<file path="config.mk">
export PLATFORM = sky130hd
export DESIGN_NAME = lcg_vector_source
export DESIGN_NICKNAME = d
export VERILOG_FILES = /design/src/rtl/lcg_vector_source.sv
export SDC_FILE = /design/constraint.sdc
export NUM_CORES = 1
export LEC_CHECK = 0
export ABC_AREA = 0
export BUFFER_PORTS_ARGS = -buffer_cell sky130_fd_sc_hd__buf_2
export CAP_MARGIN = 5
export CORE_ASPECT_RATIO = 1.75
export CORE_MARGIN = 4
export CORE_UTILIZATION = 25
export CTS_CLUSTER_DIAMETER = 120
export CTS_CLUSTER_SIZE = 20
export DETAILED_ROUTE_END_ITERATION = 8
export RECOVER_POWER = 25
export SLEW_MARGIN = 15
export SYNTH_ARGS = -nofsm -noshare
export SYNTH_HDL_FRONTEND = slang
export SYNTH_SLANG_ARGS = --single-unit
</file>
<file path="constraint.sdc">
create_clock -name clk -period 11.45 [get_ports clk]
set_clock_uncertainty 0.2 [all_clocks]
set_input_delay 1.145 -clock clk [delete_from_list [all_inputs] [get_ports clk]]
set_output_delay 1.145 -clock clk [all_outputs]
set_load 0.02 [all_outputs]
</file>
<file path="src/rtl/lcg_vector_source.sv">
// rtl/lcg_vector_source.sv - LCG-driven wide vector source with valid/ready delivery and run counting
// Define LCG_VECTOR_SOURCE_PREFETCH_EN to fill the next vector into a shadow buffer while holding.
module lcg_vector_source #(
    parameter int          OUT_W        = 136,
    parameter logic [31:0] SEED_DEFAULT = 32'd107191021,
    parameter logic [31:0] LCG_A        = 32'h41C64E6D,
    parameter logic [31:0] LCG_C        = 32'h3039,
    parameter int          CNT_W        = 32
) (
    input  logic             clk,
    input  logic             rst,
    input  logic             seed_load,
    input  logic [31:0]      seed_in,
    input  logic             start,
    input  logic [CNT_W-1:0] num_vectors,
    input  logic             out_ready,
    output logic [OUT_W-1:0] out_data,
    output logic             out_valid,
    output logic             busy,
    output logic             done,
    output logic [CNT_W-1:0] vec_count
);
    localparam int WORDS = (OUT_W + 31) / 32;
    localparam int KW    = (WORDS > 1) ? $clog2(WORDS) : 1;

    localparam logic [1:0] S_IDLE = 2'd0;
    localparam logic [1:0] S_FILL = 2'd1;
    localparam logic [1:0] S_HOLD = 2'd2;

    logic [1:0]       state_q, state_d;
    logic [31:0]      lcg_q, lcg_d;
    logic [KW-1:0]    k_q, k_d;
    logic [CNT_W-1:0] remaining_q, remaining_d;
    logic [CNT_W-1:0] fetch_left_q, fetch_left_d;
    logic [CNT_W-1:0] vec_count_q, vec_count_d;
    logic [OUT_W-1:0] out_data_q, out_data_d;
    logic             out_valid_q, out_valid_d;
    logic             busy_q, busy_d;
    logic             done_q, done_d;
`ifdef LCG_VECTOR_SOURCE_PREFETCH_EN
    logic [OUT_W-1:0] shadow_q, shadow_d;
    logic             shadow_full_q, shadow_full_d;
`endif

    logic [31:0]      lcg_next;
    logic             accept;
    logic             can_fill;
    logic [OUT_W-1:0] fill_buf;

    assign lcg_next = lcg_q * LCG_A + LCG_C;
    assign accept   = out_valid_q && out_ready;

    // fetch_left counts vectors still to be generated, so the LCG never runs past the run's last vector
`ifdef LCG_VECTOR_SOURCE_PREFETCH_EN
    assign can_fill = busy_q && (fetch_left_q != '0) && !shadow_full_q;
`else
    assign can_fill = busy_q && (fetch_left_q != '0) && (state_q == S_FILL);
`endif

    always_comb begin
        state_d      = state_q;
        lcg_d        = lcg_q;
        k_d          = k_q;
        remaining_d  = remaining_q;
        fetch_left_d = fetch_left_q;
        vec_count_d  = vec_count_q;
        out_data_d   = out_data_q;
        out_valid_d  = out_valid_q;
        busy_d       = busy_q;
        done_d       = 1'b0;
`ifdef LCG_VECTOR_SOURCE_PREFETCH_EN
        shadow_d      = shadow_q;
        shadow_full_d = shadow_full_q;
        fill_buf      = shadow_q;
`else
        fill_buf      = out_data_q;
`endif

        if (state_q == S_IDLE) begin
            if (seed_load) begin
                lcg_d = seed_in;
            end
            if (start) begin
                vec_count_d = '0;
                if (num_vectors == '0) begin
                    done_d = 1'b1;
                end else begin
                    remaining_d  = num_vectors;
                    fetch_left_d = num_vectors;
                    k_d          = '0;
                    busy_d       = 1'b1;
                    state_d      = S_FILL;
                end
            end
        end else begin
            if (accept) begin
                vec_count_d = vec_count_q + CNT_W'(1);
                remaining_d = remaining_q - CNT_W'(1);
                out_valid_d = 1'b0;
                state_d     = S_FILL;
                if (remaining_q == CNT_W'(1)) begin
                    busy_d  = 1'b0;
                    done_d  = 1'b1;
                    state_d = S_IDLE;
                end
`ifdef LCG_VECTOR_SOURCE_PREFETCH_EN
                else if (shadow_full_q) begin
                    out_data_d    = shadow_q;
                    out_valid_d   = 1'b1;
                    shadow_full_d = 1'b0;
                    state_d       = S_HOLD;
                end
`endif
            end

            if (can_fill) begin
                lcg_d = lcg_next;
                for (int i = 0; i < OUT_W; i++) begin
                    if (k_q == KW'(i / 32)) begin
                        fill_buf[i] = lcg_next[i % 32];
                    end
                end
`ifdef LCG_VECTOR_SOURCE_PREFETCH_EN
                shadow_d = fill_buf;
`else
                out_data_d = fill_buf;
`endif
                if (k_q == KW'(WORDS - 1)) begin
                    k_d          = '0;
                    fetch_left_d = fetch_left_q - CNT_W'(1);
`ifdef LCG_VECTOR_SOURCE_PREFETCH_EN
                    // A finished vector goes straight out if the output slot is free this edge
                    if (state_q == S_FILL || accept) begin
                        out_data_d  = fill_buf;
                        out_valid_d = 1'b1;
                        state_d     = S_HOLD;
                    end else begin
                        shadow_full_d = 1'b1;
                    end
`else
                    out_valid_d = 1'b1;
                    state_d     = S_HOLD;
`endif
                end else begin
                    k_d = k_q + KW'(1);
                end
            end
        end
    end

    always_ff @(posedge clk or posedge rst) begin
        if (rst) begin
            state_q      <= S_IDLE;
            lcg_q        <= SEED_DEFAULT;
            k_q          <= '0;
            remaining_q  <= '0;
            fetch_left_q <= '0;
            vec_count_q  <= '0;
            out_data_q   <= '0;
            out_valid_q  <= 1'b0;
            busy_q       <= 1'b0;
            done_q       <= 1'b0;
`ifdef LCG_VECTOR_SOURCE_PREFETCH_EN
            shadow_q      <= '0;
            shadow_full_q <= 1'b0;
`endif
        end else begin
            state_q      <= state_d;
            lcg_q        <= lcg_d;
            k_q          <= k_d;
            remaining_q  <= remaining_d;
            fetch_left_q <= fetch_left_d;
            vec_count_q  <= vec_count_d;
            out_data_q   <= out_data_d;
            out_valid_q  <= out_valid_d;
            busy_q       <= busy_d;
            done_q       <= done_d;
`ifdef LCG_VECTOR_SOURCE_PREFETCH_EN
            shadow_q      <= shadow_d;
            shadow_full_q <= shadow_full_d;
`endif
        end
    end

    assign out_data  = out_data_q;
    assign out_valid = out_valid_q;
    assign busy      = busy_q;
    assign done      = done_q;
    assign vec_count = vec_count_q;
endmodule
</file>
Word level (Yosys, flattened, before mapping)

Index checks and enable logic that the tools add are counted.

Flip-flop bits (word level): 272
Input bits: 69
Output and inout port bits: 171

Add/sub/neg operators: 5
Multipliers: 1
Equality and inequality tests: 9
Bitwise gates (word level): 1
Reductions and logical operators: 23
Multiplexer cells: 38

Operators by type and width:

| operator                                              | number |
|---|---|
| 2-to-1 mux 32 bit                                     | 13 |
| subtractor 32 x 1 -> 32 bit (second input constant)   | 2 |
| adder 32 x 1 -> 32 bit (second input constant)        | 1 |
| adder 32 x 14 -> 32 bit (second input constant)       | 1 |
| equality test 32 x 1 -> 1 bit (second input constant) | 1 |
| logical NOT 32 bit                                    | 1 |
| multiplier 32 x 31 -> 32 bit (second input constant)  | 1 |
| nonzero test 32 bit                                   | 1 |
| AND reduction 3 bit                                   | 7 |
| 2-to-1 mux 3 bit                                      | 5 |
| 2-to-1 mux 1 bit                                      | 14 |
| 2-to-1 mux 2 bit                                      | 6 |
| AND reduction 4 bit                                   | 2 |
| nonzero test 2 bit                                    | 4 |
| equality test 3 x 2 -> 1 bit (second input constant)  | 2 |
| != test 2 bit (second input constant)                 | 3 |
| AND reduction 2 bit                                   | 3 |
| adder 3 x 1 -> 3 bit (second input constant)          | 1 |
| equality test 3 x 1 -> 1 bit (second input constant)  | 1 |
| equality test 3 bit (second input constant)           | 1 |
| logical AND 1 bit                                     | 3 |
| logical NOT 3 bit                                     | 1 |
| equality test 2 x 1 -> 1 bit (second input constant)  | 1 |
| logical NOT 2 bit                                     | 1 |
| inverter 1 bit                                        | 1 |

Depth between registers and ports, before layout

Depth in word-level cells: 6
Mapped depth: 26
Depth with buffers taken out: 25

Least setup slack after synthesis

OpenSTA, ideal clock, no wires.

Path type: flip-flop to flip-flop
Start point: register lcg_q[5]
End point: register lcg_q[27]
Required time: 11.124 ns
Arrival time: 6.552 ns
Clock period less this slack: 6.878 ns
Cell stages (with the launch flop): 26
Slack: 4.572 ns
Setup time: 0.126 ns
Path through: dfstp_2 -> ha_1 -> xor2_1 -> ha_1 -> a21oi_1 -> fa_1 -> fa_1 -> inv_1 -> fa_1 -> inv_1 -> fa_1 -> inv_1 -> fa_1 -> inv_1 -> fa_1 -> inv_1 -> ha_1 -> clkbuf_1 -> nand2_1 -> nand4_1 -> a221oi_1 -> o211ai_2 -> a31o_2 -> a211oi_2 -> nor2_1 -> a221o_1

Longest elaborated chain between the ends: 4

Ends and longest elaborated chain:

| item                         | RTL line | RTL |
|---|---|---|
| start: declaration           | 31       | `logic [31:0] lcg_q, lcg_d;` |
| start signal: assignment     | 169      | `lcg_q <= lcg_d;` |
| multiplier 32 x 31 -> 32 bit | 50       | `assign lcg_next = lcg_q * LCG_A + LCG_C;` |
| adder 32 x 14 -> 32 bit      | 50       |  |
| 2-to-1 mux 32 bit            | 116      | `if (can_fill) begin` |
| 2-to-1 mux 32 bit            | 79       | `if (state_q == S_IDLE) begin` |

No other way between the ends. The select of a mux whose other input is x is not followed.
A chain may end at the register's enable or synchronous reset.

==> results.toml <==
[synth]
synth_ff_type = "dfrtp_1"
yosysTopAreaCell = "dfrtp_1"
synth_fp_nets = 2727
synth_top_cell_area_share_pct = 29.3
synth_area_leaders = "dfrtp_1 29%, fa_1 17%, ha_1 12%"
synth_edf_count = 0
avgSynthCellArea_um2 = 9.71
ys_seq_area_share_pct = 31.2
syn_area_um2 = 21900
asyncSetResetFlopFracSynth_pct = 100
yosysUniqueCellTypes = 80
ys_ff_latch = 272
yosysWarnings = 0
synth_cells = 2255

[worst_hold_path]
holdPathStages = 2
hold_path.class = "flip-flop to flip-flop"
min_from = "remaining_q[23]"
hold_end = "remaining_q[23]"

[outcome]
violations = "capacitance limit, slew limit"
status = "finished with violations"

[detailed_routing]
routed_wl_um = 74700
routed_via_density = 4.69
drt-initial-drc-count = 938
vias = 17000
drc = 0
wl_per_cell_um = 20.6
drtAntennaViolNets = 0
first_pass_iters = 5

[global_routing]
grt_pass1_vias = 17800
grt_max_degree = 147
grt.total_usage_pct = 15.9
antenna_found_initial = 10
grt_pass1_wl_um = 112000
gr-total-overflow = 0

[clocking]
clock_sinks = 272
postCtsSetupBuffers = 0
clock_path_buffers = 3
cts.reportedPaths.clkPinSlew_ps = 90
cts_tree = "built"
cts_resized = 0
cts_root_buffer = "clkbuf_16"
hold_buffers = 0
insertion_delay_ps = 560
cts.htree.levels = 1
cts_buffers = 17

[floorplan]
die_area_um2 = 92600
rows = 143
core-area_um2 = 87000
die_h_um = 400
fp.dieW_um = 232
io_pins = 240
initial_core_util_pct = 25.2

[timing]
rsz0062_at_grt = "false"
relSlewSlack_pct = -297
min_period_ps = 8340
fmax_mhz = 120
hold_viol = 0
setup_viol = 0
drv_slew = 317
tightest_slew_ps = 5920
setup_tns_ps = 0
period_share_pct = 72.9

[setup_path]
crit_arrival_ps = 7900
critPathKind = "input port to asynchronous set/reset pin"
crit_family = "buffers and inverters"
cp_cell_sequence = "buf_2, clkinvlp_2, clkbuf_2"
r2r_setup_slack_ps = 3960
crit_slowest_cell = "clkinvlp_2"
critPathMaxFanout = 146
ff2ff_path_depth = 22
required_ps = 11000
crit_buf_inv = 3
critPathLaunchType = "input port"
rr_startpoint = "lcg_q[7]"
cp-end-kind = "asynchronous set/reset pin"
r2r-end = "lcg_q[27]"
critPathMaxStageDelay_ps = 3260

[cells_and_area]
finish.instance_area_um2 = 24800
nNetsFinal = 2928
post-route-util_pct = 28.5
syn_to_final_growth_pct = 13.1
layout.cells.non_filler = 3630
drive_above_1_share_pct = 15.1

[run]
cap_violations = 3

[placement]
globalplace.congestion = 0.968
numPortBuffers = 239
place_inst = 3597
place_area_um2 = 24400
dp_hpwl_um = 61300
-- flip-flops by register name, summed over array words and instances, names as in the netlist --
signal / count
out_data: 136
fetch_left_q: 32
lcg_q: 32
remaining_q: 32
vec_count: 32
k_q: 3
state_q: 2
busy: 1
done: 1
out_valid: 1
-- cells in the final DEF, fill, tap and decap left out, types with 5 or more instances in the layout --
cell type / count
o22a_1: 13
o211ai_1: 11
and3_1: 13
clkbuf_16: 17
nand4_1: 15
o31ai_1: 5
xor2_1: 37
nand2b_1: 12
a211oi_1: 14
xnor2_1: 50
o22ai_1: 10
nor2_1: 123
a21o_1: 15
a22oi_1: 16
fa_1: 187
o21ai_0: 142
buf_2: 204
ha_1: 216
nor4_1: 17
o21ai_1: 8
buf_4: 19
a21oi_1: 113
clkbuf_1: 46
nor3_1: 41
or3_1: 29
nand3_1: 38
a31oi_1: 20
nand2_1: 186
dfstp_2: 16
dfrtp_1: 256
inv_1: 398
mux2_2: 80
-- cell usage after synthesis, drive strengths merged, types with 5 or more instances --
cell / instances
clkbuf: 47
o22a: 13
a31oi: 21
xor2: 37
fa: 187
or3: 30
xnor2: 50
a211oi: 15
a22oi: 16
a31o: 5
and3: 13
dfstp: 16
buf: 30
nor2: 125
nand3: 42
a21o: 15
nand2: 188
nor4: 20
nand4: 15
ha: 216
a21boi: 6
o22ai: 10
nand2b: 13
o31ai: 5
a21oi: 115
o211ai: 12
o21ai: 151
inv: 399
mux2: 80
dfrtp: 256
nor3: 42
-- kinds of logic (layout without fill, tap and decap cells) --
group / count (synthesis) / after routing / share of synthesized area [%]
AOI/OAI and AO/OA: 420 / 420 / 11.8
xor gates and xnor gates: 87 / 87 / 3.48
DFF: 272 / 272 / 31.2
adders and majority gates: 403 / 403 / 29.4
other: 0 / 4 / 0
muxes: 82 / 82 / 4.20
and+or+nand+nor: 515 / 515 / 11.3
buffers and inverters: 476 / 687 / 8.54
-- worst max path at each step --
stage                        start           to  slack [ps]  cells after the start
after floorplan                rst         busy        2640                      1
after global placement    lcg_q[7]    lcg_q[27]        4040                     22
after detailed placement  lcg_q[7]    lcg_q[27]        4000                     22
after CTS                 lcg_q[7]    lcg_q[25]        3940                     22
after global routing           rst  out_data[6]        1820                      3
final                          rst  out_data[7]        3110                      3
-- tightest hold or removal path: stages, from the launching register on --
cell	delay [ps]
dfrtp_1	350
nand2_1	40
o21ai_0	60
-- area by class of cell --
type	count	area (um^2)
Multi-Input combinational cell	1507	13200
Clock buffer	28	467
Tap cell	1160	1450
Antenna cell	4	10.0
Fill cell	9434	62200
Inverter	399	1500
Sequential cell	272	6830
Timing Repair Buffer	259	1300
Clock inverter	1	8.76
-- stage by stage --
| step | hold WS (ps) | setup WS (ps) |
|---|---|---|
| after floorplan | 241 | 2640 |
| after global placement | 252 | 4040 |
| after detailed placement | 261 | 4000 |
| after CTS | 284 | 3940 |
| after global routing | 315 | 1820 |
| final | 278 | 3110 |
-- routing by layer --
metal  track usage (%)  wire length, um  up-vias
li1                  -                -     7855
met1              16.0            25200     8614
met2              30.9            41300      419
met3              2.57             3290      146
met4              8.74             4800        8
met5                 0               66        -
Power is not shown: default switching activity piles up to over one toggle a cycle in this logic, so the estimate is an artifact.
